**config.mk**
```make
export PLATFORM = sky130hd
export DESIGN_NAME = kernel_fdtd_2d_mul_pipe
export DESIGN_NICKNAME = d
export VERILOG_FILES = /design/src/rtl/kernel_fdtd_2d_pkg.sv /design/src/rtl/kernel_fdtd_2d_mul_stage.sv /design/src/rtl/kernel_fdtd_2d_mul_pipe.sv
export SDC_FILE = /design/constraint.sdc
export NUM_CORES = 1
export LEC_CHECK = 0
export BUFFER_PORTS_ARGS = -buffer_cell sky130_fd_sc_hd__buf_2
export CAP_MARGIN = 20
export CORE_UTILIZATION = 51
export DETAILED_ROUTE_END_ITERATION = 6
export PLACE_DENSITY = 0.69
export SLEW_MARGIN = 30
export SYNTH_ARGS = -nofsm -noshare
export SYNTH_HDL_FRONTEND = slang
export SYNTH_SLANG_ARGS = --single-unit
```
**constraint.sdc**
```tcl
create_clock -name ap_clk -period 3.3 [get_ports ap_clk]
set_clock_uncertainty 0.05 [all_clocks]
set_input_delay 0.66 -clock ap_clk [delete_from_list [all_inputs] [get_ports ap_clk]]
set_output_delay 0.66 -clock ap_clk [all_outputs]
set_load 0.005 [all_outputs]
```
**src/rtl/kernel_fdtd_2d_pkg.sv**
```systemverilog
// Shared types and helpers for the fdtd-2d pipelined multiplier.
// Holds the pipeline stage record, the full-product width helper and the
// overflow / output-bit helpers used by the final stage.
package kernel_fdtd_2d_pkg;

   // Widest full product supported by the stage record.
   // The instantiating block keeps DIN0_WIDTH + DIN1_WIDTH at or below this.
   localparam int unsigned MAX_W = 64;

   // One pipeline stage: valid bit, operand mode and the full product.
   // Bits of product above FULL_W are zero and never inspected.
   typedef struct packed {
      logic             valid;
      logic             is_signed;
      logic [MAX_W-1:0] product;
   } stage_t;

   // Width of the exact product of two operands.
   function automatic int unsigned full_width(input int unsigned w0, input int unsigned w1);
      return w0 + w1;
   endfunction

   // Overflow of a fw-bit product when narrowed to dw bits.
   // Unsigned: any set bit at or above dw.
   // Signed: bits fw-1 .. dw-1 are not all equal.
   function automatic logic calc_ovf(input logic [MAX_W-1:0] p,
                                     input logic             is_signed,
                                     input int unsigned      fw,
                                     input int unsigned      dw);
      logic ovf;
      ovf = 1'b0;
      if (dw < fw) begin
         for (int unsigned i = 0; i < MAX_W; i++) begin
            if (i >= dw && i < fw) begin
               if (is_signed) begin
                  if (p[i] != p[dw-1]) ovf = 1'b1;
               end else begin
                  if (p[i]) ovf = 1'b1;
               end
            end
         end
      end
      return ovf;
   endfunction

   // One bit of the narrowed result. With saturation enabled and an
   // overflow present, the bit comes from the clamp value; otherwise the
   // product is truncated.
   function automatic logic out_bit(input logic [MAX_W-1:0] p,
                                    input logic             is_signed,
                                    input logic             ovf,
                                    input logic             sat_en,
                                    input int unsigned      fw,
                                    input int unsigned      dw,
                                    input int unsigned      idx);
      logic neg;
      neg = is_signed & p[fw-1];
      if (sat_en && ovf) begin
         if (!is_signed) return 1'b1;
         if (idx == dw - 1) return neg;
         return ~neg;
      end
      return p[idx];
   endfunction

endpackage

```
**src/rtl/kernel_fdtd_2d_mul_stage.sv**
```systemverilog
// Single enable-gated register stage of the multiplier pipe.
// Cleared asynchronously by ap_rst_n; holds its contents while en is low.
module kernel_fdtd_2d_mul_stage
   import kernel_fdtd_2d_pkg::*;
(
   input  logic   ap_clk,
   input  logic   ap_rst_n,
   input  logic   en,
   input  stage_t d,
   output stage_t q
);

   // Stage register: clear on reset, load only when the pipe advances.
   always_ff @(posedge ap_clk or negedge ap_rst_n) begin
      if (!ap_rst_n) begin
         q <= '0;
      end else if (en) begin
         q <= d;
      end
   end

endmodule

```
**src/rtl/kernel_fdtd_2d_mul_pipe.sv**
```systemverilog
// Pipelined signed/unsigned multiplier with valid/ready handshake on both
// sides and an overflow flag for the narrowed result.
// Optional build macro: KERNEL_MUL_PIPE_SAT_EN -- when defined, an
// overflowing result saturates instead of being truncated.
module kernel_fdtd_2d_mul_pipe
   import kernel_fdtd_2d_pkg::*;
#(
   parameter int DIN0_WIDTH = 10,
   parameter int DIN1_WIDTH = 11,
   parameter int DOUT_WIDTH = 20,
   parameter int NUM_STAGE  = 3
) (
   input  logic                  ap_clk,
   input  logic                  ap_rst_n,
   input  logic                  din_valid,
   output logic                  din_ready,
   input  logic [DIN0_WIDTH-1:0] din0,
   input  logic [DIN1_WIDTH-1:0] din1,
   input  logic                  din_signed,
   output logic                  dout_valid,
   input  logic                  dout_ready,
   output logic [DOUT_WIDTH-1:0] dout,
   output logic                  dout_ovf
);

   localparam int unsigned FULL_W = full_width(DIN0_WIDTH, DIN1_WIDTH);

`ifdef KERNEL_MUL_PIPE_SAT_EN
   localparam logic SAT_EN = 1'b1;
`else
   localparam logic SAT_EN = 1'b0;
`endif

   logic              en;
   logic [FULL_W-1:0] a_full;
   logic [FULL_W-1:0] b_full;
   logic [FULL_W-1:0] prod_full;
   stage_t            stage_in;
   stage_t            stage_q [NUM_STAGE];
   stage_t            last;

   // Extend both operands to the full product width according to mode;
   // the low FULL_W bits of the product are then exact in either mode.
   assign a_full    = {{DIN1_WIDTH{din_signed & din0[DIN0_WIDTH-1]}}, din0};
   assign b_full    = {{DIN0_WIDTH{din_signed & din1[DIN1_WIDTH-1]}}, din1};
   assign prod_full = a_full * b_full;

   // Record entering stage 0; a bubble enters whenever din_valid is low.
   always_comb begin
      stage_in           = '0;
      stage_in.valid     = din_valid;
      stage_in.is_signed = din_signed;
      stage_in.product   = MAX_W'(prod_full);
   end

   // Chain of NUM_STAGE register stages sharing one advance enable.
   genvar gi;
   generate
      for (gi = 0; gi < NUM_STAGE; gi++) begin : g_stage
         if (gi == 0) begin : g_first
            kernel_fdtd_2d_mul_stage u_stage (
               .ap_clk   (ap_clk),
               .ap_rst_n (ap_rst_n),
               .en       (en),
               .d        (stage_in),
               .q        (stage_q[gi])
            );
         end else begin : g_next
            kernel_fdtd_2d_mul_stage u_stage (
               .ap_clk   (ap_clk),
               .ap_rst_n (ap_rst_n),
               .en       (en),
               .d        (stage_q[gi-1]),
               .q        (stage_q[gi])
            );
         end
      end
   endgenerate

   assign last = stage_q[NUM_STAGE-1];

   // The whole pipe moves when the output slot is empty or being consumed,
   // so accept and emit can happen in the same cycle.
   assign dout_valid = last.valid;
   assign en         = dout_ready | ~dout_valid;
   assign din_ready  = en;

   // Overflow and the narrowed result are derived from the final stage, so
   // they stay stable for as long as that stage is frozen.
   assign dout_ovf = calc_ovf(last.product, last.is_signed, FULL_W, DOUT_WIDTH);

   generate
      for (gi = 0; gi < DOUT_WIDTH; gi++) begin : g_dout
         assign dout[gi] = out_bit(last.product, last.is_signed, dout_ovf, SAT_EN,
                                   FULL_W, DOUT_WIDTH, gi);
      end
   endgenerate

endmodule

```
==> results of run 1 <==
-- repair_timing --
action,4_1_cts,5_1_grt
gates resized for setup,83,27
hold buffers,0,0
setup endpoints to repair,16,16
pin swaps,42,30
buffers inserted,11,6
-- report_power, final --
part | internal (mW) | switching (mW) | leakage [nW]
clock network | 0.580 | 0.325 | 0.144
logic | 4.02 | 3.74 | 3.99
registers | 1.28 | 0.198 | 0.827
total | 5.87 | 4.26 | 4.96
-- cell type report --
| cell class | instances | share of cell area (%) |
|---|---|---|
| Multi-Input combinational cell | 579 | 57.52 |
| Sequential cell | 69 | 17.95 |
| Timing Repair Buffer | 159 | 13.45 |
| Inverter | 146 | 5.722 |
| Clock buffer | 13 | 2.913 |
| Tap cell | 184 | 2.393 |
| Clock inverter | 1 | 0.05202 |
-- logic make-up (layout without fill, tap and decap cells) --
kind of cell             after synthesis  in the layout  synth area share (%)
AND/OR/NAND/NOR                      337            337                 19.70
buffers and inverters                205            319                 11.16
adder cells (fa/ha/maj)              162            162                 38.18
flip-flops                            69             69                 22.75
AO/OA/AOI/OAI                         62             62                 6.133
XOR/XNOR                              18             18                 2.077
-- registers in the layout (all words and copies together), names as in the netlist --
register,flops
g_stage.g_next.u_stage.q,46
g_stage.g_first.u_stage.q,23
-- routing by layer --
metal	vias to the layer above	global-route usage, %	routed length, um	share of wire (%)
li1	2770	-	-	-
met1	2920	28.30	6433	42
met2	83	42.36	8390	54
met3	19	3.251	401	2.6
met4	0	3.943	178	1.2
met5	-	0	0	0
-- cell usage in the layout (no fill, tap or decap), types with 4 or more instances in the layout --
cell type  netlist  routed
buf_4           20      99
and2_1          57      49
buf_8            0       5
and2_4           0       8
buf_6            0      20
inv_1          145     130
nand2_4          0       7
buf_2            2      30
fa_1           116     104
dfrtp_1         69      69
nor2_1          23      21
clkbuf_8         0       4
ha_4             0      11
nand3_1          7       4
ha_1            46      34
a21o_1           8       8
clkbuf_16        0       9
a21oi_1         14      10
buf_12           0       5
fa_2             0      12
and3_1           6       5
xor2_1           5       4
xnor2_1         13      11
nand2_2          0       5
o21ai_1          3       7
nand2_1        222     210
inv_2            0      15
-- per-stage QoR --
step / power (mW) / util (%) / TNS (ns)
4_1_cts: 9.714 / 65.16 / -17.89
6_report: 10.13 / 66.19 / -17.51
5_1_grt: 11.11 / 66.19 / -19.68
3_5_place_dp: 8.155 / 60.61 / -25.65
2_1_floorplan: 6.220 / - / -18.87
3_3_place_gp: 8.001 / 60.61 / -25.14
-- synthesized netlist by cell type (5+ instances only) --
master / n
nor3_1: 5
a21o_1: 8
and3_1: 6
o21ai_0: 7
nand3_1: 7
ha_1: 46
dfrtp_1: 69
buf_1: 8
fa_1: 116
xor2_1: 5
nand2_1: 222
and2_1: 57
xnor2_1: 13
nor2_1: 23
buf_4: 20
clkbuf_1: 29
inv_1: 145
a21oi_1: 14
-- path summary, 6_finish.rpt --
kind                                               endpoint  depth (start not counted)
min in group ap_clk          g_stage[2].g_next.u_stage.q[1]                          2
hold reg to reg              g_stage[2].g_next.u_stage.q[1]                          2
setup reg to reg           g_stage[0].g_first.u_stage.q[19]                          6
max in group asynchronous   g_stage[2].g_next.u_stage.q[64]                          2
setup / recovery           g_stage[0].g_first.u_stage.q[16]                         17
hold / removal              g_stage[0].g_first.u_stage.q[1]                          1
-- worst max-delay path: cells and delay by family --
kind | cells | cell delay [ns]
simple gates | 2 | 0.42
buf+inv | 4 | 0.33
compound gates | 5 | 0.94
fa+ha+maj | 6 | 2.62
==> impl_metrics.tcl, run 1 <==
set metrics [dict create \
    cp_cell_sequence "buf_6, buf_12, and2_4, fa_1, fa_1, fa_1, fa_1, inv_1, fa_1, inv_2, ha_4, a211o_1, o211ai_2, and4_4, o21bai_2, a2111o_1, o221a_2" \
    min_path_type "in2async" \
    grt_pass1_vias 6052 \
    pin_count 49 \
    maxSlewViolCount 0 \
    clk_path_buf_depth 2 \
    cp_max_fo 7 \
    crit_path_start_kind "primary input" \
    setup_ws_ns -1.521 \
    netlist_top_cells_area "fa_1 31%, dfrtp_1 23%, nand2_1 11%, ha_1 7.6%, inv_1 7.2%" \
    clock_latency_ns 0.33 \
    htreeDepth 3 \
    cts_sinks 69 \
    placed_area_um2 8808 \
    dp_hpwl_mm 12.29 \
    nFillCells 1168 \
    reg2reg_from "g_stage[2].g_next.u_stage.q[65]" \
    core_um2 14530 \
    antenna_found_initial 0 \
    synth-edff-count 0 \
    gp_congestion 0.8391 \
    wl_mm 15.40 \
    peakVddDrop_mv 0.7903 \
    hold_ws_ns 0.1840 \
    yosysSeqAreaShare_pct 22.75 \
    via_per_inst 5.032 \
    diodes 0 \
    post_drt_wl_per_cell_um 13.38 \
    synth_top_area_share_pct 30.60 \
    drive_gt1_share_pct 28.85 \
    power_density_nw_per_um2 1053 \
    start_util_pct 52.22 \
    violations "setup timing" \
    post-route-min-period_ns 4.821 \
    crit_type "in2reg" \
    multi_input_area_um2 5534 \
    final_area_um2 9620 \
    placed_cells 1120 \
    clkSlewWorstSetupHoldPaths_ns 0.05 \
    yosysTopAreaCell "fa_1" \
    grt_pass1_wl_mm 27.23 \
    hold_viol_final 0 \
    status "finished with violations" \
    area_delta_synth_final_pct 26.76 \
    gr-total-overflow 0 \
    grt_usage_pct 22.79 \
    critPathRequiredTime_ns 3.46 \
    die_w_um 124.0 \
    cts_inserted_buffers 9 \
    maxCapViolations 0 \
    synth_flop_cell "dfrtp_1" \
    syn_nets 1041 \
    async_flop_share_pct 100.0 \
    cp.arrival_ns 4.99 \
    max_stage_delay_ns 0.52 \
    firstDrtPassIters 4 \
    syn-cell-area_um2 7590 \
    drt-initial-drc-count 261 \
    drc 0 \
    r2r_slack_ns 1.45 \
    synth_warnings 0 \
    fmax_mhz 207.4 \
    synth_cells 853 \
    cts_root_buffer "clkbuf_16" \
    startpoint "din0[9]" \
    port_buffers 48 \
    p_leak_nw 4.962 \
    ys_types 58 \
    period_share_pct 146.1 \
    fp-row-count 44 \
    ant_nets 0 \
    worst_pin_slew_ns 0.5668 \
    relSlewSlack_pct 62.22 \
    cts_tree "built" \
    fin_nets 1152 \
    cp_slowest_cell "fa_1" \
    vias 5792 \
    end_kind "flop" \
    preCtsSetupSlack_ns -1.996 \
    die_h_um 124.0 \
    grt_max_degree 57 \
    instances_no_fill 1151 \
    setup_violations 16 \
    crit_top_cell "fa_1" \
    rsz0062_at_grt "yes" \
    die-area_um2 15370 \
    syn_area_per_cell_um2 8.898 \
    synth_seq_cells 69 \
    seq_area_um2 1727 \
]
Power figures use the tool's default switching activity.
==> run 2, diff against run 1 <==
==> constraint.sdc (replaced) <==
create_clock -name ap_clk -period 3.3 [get_ports ap_clk]
set_clock_uncertainty 0.05 [all_clocks]
set_input_delay 0.66 -clock ap_clk [delete_from_list [all_inputs] [get_ports ap_clk]]
set_output_delay 0.66 -clock ap_clk [all_outputs]
set_load 0.05 [all_outputs]
==> impl_metrics.tcl, run 2 (synthesized netlist as in run 1, its figures left out) <==
set metrics [dict create \
    status "finished with violations" \
    violations "setup timing" \
    gr-total-overflow 0 \
    fmax_mhz 206.5 \
    cts_tree "built" \
    min_path_type "reg2reg" \
    preCtsSetupSlack_ns -2.047 \
    power_density_nw_per_um2 1098 \
    die_h_um 124.0 \
    placed_area_um2 8816 \
    final_area_um2 9686 \
    die_w_um 124.0 \
    port_buffers 48 \
    via_per_inst 4.971 \
    end_kind "flop" \
    firstDrtPassIters 7 \
    worst_pin_slew_ns 0.8484 \
    cts_sinks 69 \
    maxSlewViolCount 0 \
    clk_path_buf_depth 2 \
    critPathRequiredTime_ns 3.46 \
    r2r_cells 5 \
    placed_cells 1121 \
    cts_inserted_buffers 9 \
    setup-tns-final_ns -17.77 \
    vias 5727 \
    reg.largest.list "g_stage.g_next.u_stage.q: 46 flops, g_stage.g_first.u_stage.q: 23 flops" \
    startpoint "din0[9]" \
    crit_path_start_kind "primary input" \
    max_stage_delay_ns 0.52 \
    peakVddDrop_mv 0.9013 \
    dp_hpwl_mm 11.98 \
    core_um2 14530 \
    setup_ws_ns -1.543 \
    post_drt_wl_per_cell_um 13.24 \
    largest_register_ffs 46 \
    setup_violations 16 \
    grt_pass1_wl_mm 26.68 \
    layout.cells.most_common "nand2_1" \
    area_delta_synth_final_pct 27.61 \
    mostFrequentLayoutCells "207 x nand2_1, 132 x inv_1, 106 x fa_1" \
    cp_cell_sequence "buf_12, buf_6, and2_4, fa_1, fa_1, fa_1, fa_1, inv_1, fa_1, inv_2, ha_4, and3_4, a21oi_2, a21bo_1, o21ba_4, a21o_1, a221o_1" \
    cts_root_buffer "clkbuf_16" \
    grt_usage_pct 22.25 \
    diodes 0 \
    hold_viol_final 0 \
    ant_nets 0 \
    start_util_pct 52.22 \
    cp_slowest_cell "fa_1" \
    post-route-min-period_ns 4.843 \
    critPathTopFamily "adder cells" \
    p_leak_nw 4.987 \
    cp.arrival_ns 5.00 \
    gp_congestion 0.8241 \
    clock_latency_ns 0.33 \
    clkSlewWorstSetupHoldPaths_ns 0.05 \
    maxCapViolations 0 \
    drt-initial-drc-count 221 \
    nFillCells 1178 \
    fp-row-count 44 \
    drive_gt1_share_pct 28.41 \
    relSlewSlack_pct 43.44 \
    r2r_slack_ns 1.44 \
    cts_hold_buffers 0 \
    drc 0 \
    pin_count 49 \
    period_share_pct 146.8 \
    r2r_end "g_stage[0].g_first.u_stage.q[15]" \
    rsz0062_at_grt "yes" \
    grt_max_degree 70 \
    largest_register "g_stage.g_next.u_stage.q" \
    htreeDepth 3 \
    cp_max_fo 5 \
    crit_top_cell "fa_1" \
    worst-path-stages 17 \
    die-area_um2 15370 \
    antenna_found_initial 0 \
    reg2reg_from "g_stage[2].g_next.u_stage.q[65]" \
    crit_buf_inv 4 \
    cp-endpoint "g_stage[0].g_first.u_stage.q[20]" \
    grt_pass1_vias 6008 \
    instances_no_fill 1152 \
    fin_nets 1151 \
    crit_type "in2reg" \
    wl_mm 15.26 \
]
==> run 2: worst min-delay path by stage <==
| stage | to | cells past startpoint | slack, ns | from |
|---|---|---|---|---|
| final | g_stage[2].g_next.u_stage.q[8] | 2 | 0.40 | g_stage[2].g_next.u_stage.q[8] |
| after global routing | g_stage[2].g_next.u_stage.q[4] | 2 | 0.44 | g_stage[2].g_next.u_stage.q[4] |
| after CTS | g_stage[2].g_next.u_stage.q[8] | 2 | 0.41 | g_stage[2].g_next.u_stage.q[8] |
| after detailed placement | g_stage[2].g_next.u_stage.q[4] | 2 | 0.40 | g_stage[2].g_next.u_stage.q[4] |
| after global placement | g_stage[2].g_next.u_stage.q[8] | 2 | 0.39 | g_stage[2].g_next.u_stage.q[8] |
| after floorplan | g_stage[0].g_first.u_stage.q[0] | 0 | 0.31 | ap_rst_n |
==> run 2: metrics by stage <==
| step | hold slack [ns] | util, % | power, mW |
|---|---|---|---|
| after floorplan | 0.3144 | - | 6.716 |
| after global placement | 0.3945 | 60.66 | 8.528 |
| after detailed placement | 0.4011 | 60.66 | 8.652 |
| after CTS | 0.4130 | 66.24 | 10.49 |
| after global routing | 0.4372 | 66.64 | 11.61 |
| final | 0.4045 | 66.64 | 10.63 |
==> run 2: where the power goes <==
group	internal [mW]	switching, mW
Sequential	1.28	0.205
Clock	0.599	0.335
Combinational	4.01	4.21
Total	5.88	4.75
==> run 2: area by class of cell <==
cell class              instances  area (um^2)  share of cell area (%)
multi-input cells             579         5524                   57.03
flip-flops and latches         69         1727                   17.83
repair buffers                158         1364                   14.08
inverters                     146        548.0                   5.658
clock buffers                  11        242.7                   2.506
well taps                     184        230.2                   2.377
clock inverters                 5        50.05                  0.5167
==> run 2: layer usage <==
layer	up-vias	global-route usage, %	wire, um
met5	-	0	0
met4	0	3.646	180
met3	22	3.526	392
met2	81	41.01	8124
met1	2858	27.80	6558
li1	2766	-	-
==> run 2: worst reg2reg max path, cell delays in order (launching register included) <==
cell and delay [ns]:
dfrtp_1 0.35, nor2b_4 0.43, inv_2 0.31, buf_12 0.28, and2_1 0.19, a211oi_2 0.16
==> run 2: repair_timing <==
action	CTS	global route
setup buffers	16	1
pin swaps	45	19
setup endpoints to repair	16	16
gates resized for setup	108	15
==> run 3, diff against run 2 <==
--- a/config.mk
+++ b/config.mk
@@ -7,9 +7,8 @@
 export LEC_CHECK = 0
 export BUFFER_PORTS_ARGS = -buffer_cell sky130_fd_sc_hd__buf_2
 export CAP_MARGIN = 20
-export CORE_UTILIZATION = 51
+export CORE_UTILIZATION = 40
 export DETAILED_ROUTE_END_ITERATION = 6
-export PLACE_DENSITY = 0.69
 export SLEW_MARGIN = 30
 export SYNTH_ARGS = -nofsm -noshare
 export SYNTH_HDL_FRONTEND = slang
==> impl_metrics.tcl, run 3 (synthesized netlist as in run 1, its figures left out) <==
set metrics [dict create \
    port_buffers 48 \
    rsz0062_at_grt "yes" \
    post-route-min-period_ns 4.831 \
    power_density_nw_per_um2 1072 \
    power.total_mw 10.42 \
    cts_root_buffer "clkbuf_16" \
    cts_inserted_buffers 9 \
    crit_path_start_kind "primary input" \
    antenna_found_initial 0 \
    cp-endpoint "g_stage[0].g_first.u_stage.q[16]" \
    gr-total-overflow 0 \
    cp_slowest_cell "fa_1" \
    status "finished with violations" \
    critPathRequiredTime_ns 3.46 \
    cp_cell_sequence "buf_4, and2_4, fa_1, inv_1, fa_1, inv_1, fa_1, fa_1, inv_1, fa_1, inv_2, ha_4, a211o_1, o211ai_2, and4_4, o21bai_2, a2111o_1, o221a_2" \
    cp.arrival_ns 4.99 \
    grt_usage_pct 17.93 \
    preCtsSetupSlack_ns -2.006 \
    die_w_um 139.7 \
    r2r_end "g_stage[0].g_first.u_stage.q[16]" \
    period_share_pct 146.4 \
    max_stage_delay_ns 0.52 \
    drc 0 \
    grt_pass1_vias 6230 \
    violations "setup timing" \
    hold_ws_ns 0.3769 \
    wl_mm 15.35 \
    r2r_cells 5 \
    clock_latency_ns 0.33 \
    r2r_slack_ns 1.46 \
    worst_pin_slew_ns 0.6804 \
    largest_register_ffs 46 \
    vias 5674 \
    layout.cells.most_common "nand2_1" \
    area_delta_synth_final_pct 28.07 \
    drt-initial-drc-count 215 \
    gp_congestion 0.7851 \
    die_h_um 139.7 \
    die-area_um2 19530 \
    worst-path-stages 18 \
    cp_max_fo 7 \
    fmax_mhz 207.0 \
    startpoint "din1[5]" \
    fp-row-count 50 \
    grt_max_degree 70 \
    min_path_type "in2async" \
    instances_no_fill 1197 \
    reg2reg_from "g_stage[2].g_next.u_stage.q[65]" \
    ant_nets 0 \
    hold_viol_final 0 \
    setup_ws_ns -1.531 \
    seq_area_um2 1727 \
    critPathTopFamily "adder cells" \
    relSlewSlack_pct 54.64 \
    start_util_pct 40.71 \
    placed_cells 1169 \
    drive_gt1_share_pct 28.04 \
    dp_hpwl_mm 12.38 \
    via_per_inst 4.740 \
    nFillCells 1748 \
    m1WireLength_mm 6.843 \
    maxSlewViolCount 0 \
    wl_met3_um 281 \
    firstDrtPassIters 6 \
    core_um2 18640 \
    multi_input_area_um2 5544 \
    crit_buf_inv 5 \
    grt_pass1_wl_mm 28.43 \
    post_drt_wl_per_cell_um 12.82 \
    cts_sinks 69 \
    pin_count 49 \
    reg.largest.list "g_stage.g_next.u_stage.q: 46 flops, g_stage.g_first.u_stage.q: 23 flops" \
    crit_type "in2reg" \
    peakVddDrop_mv 0.6477 \
    clkSlewWorstSetupHoldPaths_ns 0.05 \
    maxCapViolations 0 \
    end_kind "flop" \
    setup_violations 16 \
    wl_met2_mm 8.111 \
    final_core_util_pct 52.14 \
    p_leak_nw 4.954 \
    highest_layer "met4" \
    mostFrequentLayoutCells "208 x nand2_1, 133 x inv_1, 105 x fa_1" \
    cts_tree "built" \
    clk_path_buf_depth 2 \
    diodes 0 \
    crit_top_cell "fa_1" \
    htreeDepth 3 \
    largest_register "g_stage.g_next.u_stage.q" \
    fin_nets 1146 \
]
==> run 3: area by class of cell <==
cell class                 instances  share of cell area (%)
clock buffer                      11                   2.497
multi-input combinational        579                   57.03
sequential                        69                   17.76
clock inverter                     5                  0.5149
timing repair buffer             153                   13.54
tap                              234                   3.012
inverter                         146                   5.638
==> run 3: worst min path at each step <==
stage | end | depth (start not counted) | slack (ns) | from
floorplan | g_stage[0].g_first.u_stage.q[0] | 0 | 0.31 | ap_rst_n
global placement | g_stage[2].g_next.u_stage.q[4] | 2 | 0.40 | g_stage[2].g_next.u_stage.q[4]
detailed placement | g_stage[2].g_next.u_stage.q[7] | 2 | 0.40 | g_stage[2].g_next.u_stage.q[7]
CTS | g_stage[2].g_next.u_stage.q[7] | 2 | 0.41 | g_stage[2].g_next.u_stage.q[7]
global route | g_stage[2].g_next.u_stage.q[3] | 2 | 0.43 | ap_rst_n
finish | g_stage[2].g_next.u_stage.q[3] | 2 | 0.38 | ap_rst_n
==> run 3: metrics by stage <==
| stage | instance area, um^2 | setup TNS, ns |
|---|---|---|
| after floorplan | 8085 | -19.04 |
| after global routing | 9721 | -20.27 |
| after CTS | 9598 | -17.75 |
| after global placement | 8851 | -25.38 |
| final | 9721 | -17.78 |
| after detailed placement | 8851 | -25.81 |
==> run 3: worst reg2reg max path, cell delays in order (launching register included) <==
cell and delay, ns:
dfrtp_1 0.37, nor2b_4 0.13, inv_2 0.21, buf_4 0.60, nand2_1 0.12, o221a_2 0.24
==> run 3: where the power goes <==
group	internal [mW]	leakage [nW]	switching, mW
Sequential	1.28	0.827	0.201
Combinational	3.87	3.98	4.14
Clock	0.599	0.149	0.332
Total	5.74	4.95	4.68
==> run 3: repair_timing <==
item | 4_1_cts | 5_1_grt
endpoints found under the setup margin | 16 | 16
pin swaps | 49 | 23
gates resized for setup | 101 | 21
endpoints found under the hold margin | 0 | 0
hold buffers | 0 | 0
cloned | 0 | 0
buffers inserted | 10 | 5
==> run 3: layer usage <==
| metal | global-route usage (%) | vias to the layer above |
|---|---|---|
| met1 | 22.91 | 2856 |
| met5 | 0 | - |
| met3 | 2.374 | 12 |
| met2 | 32.71 | 51 |
| li1 | - | 2755 |
| met4 | 2.892 | 0 |
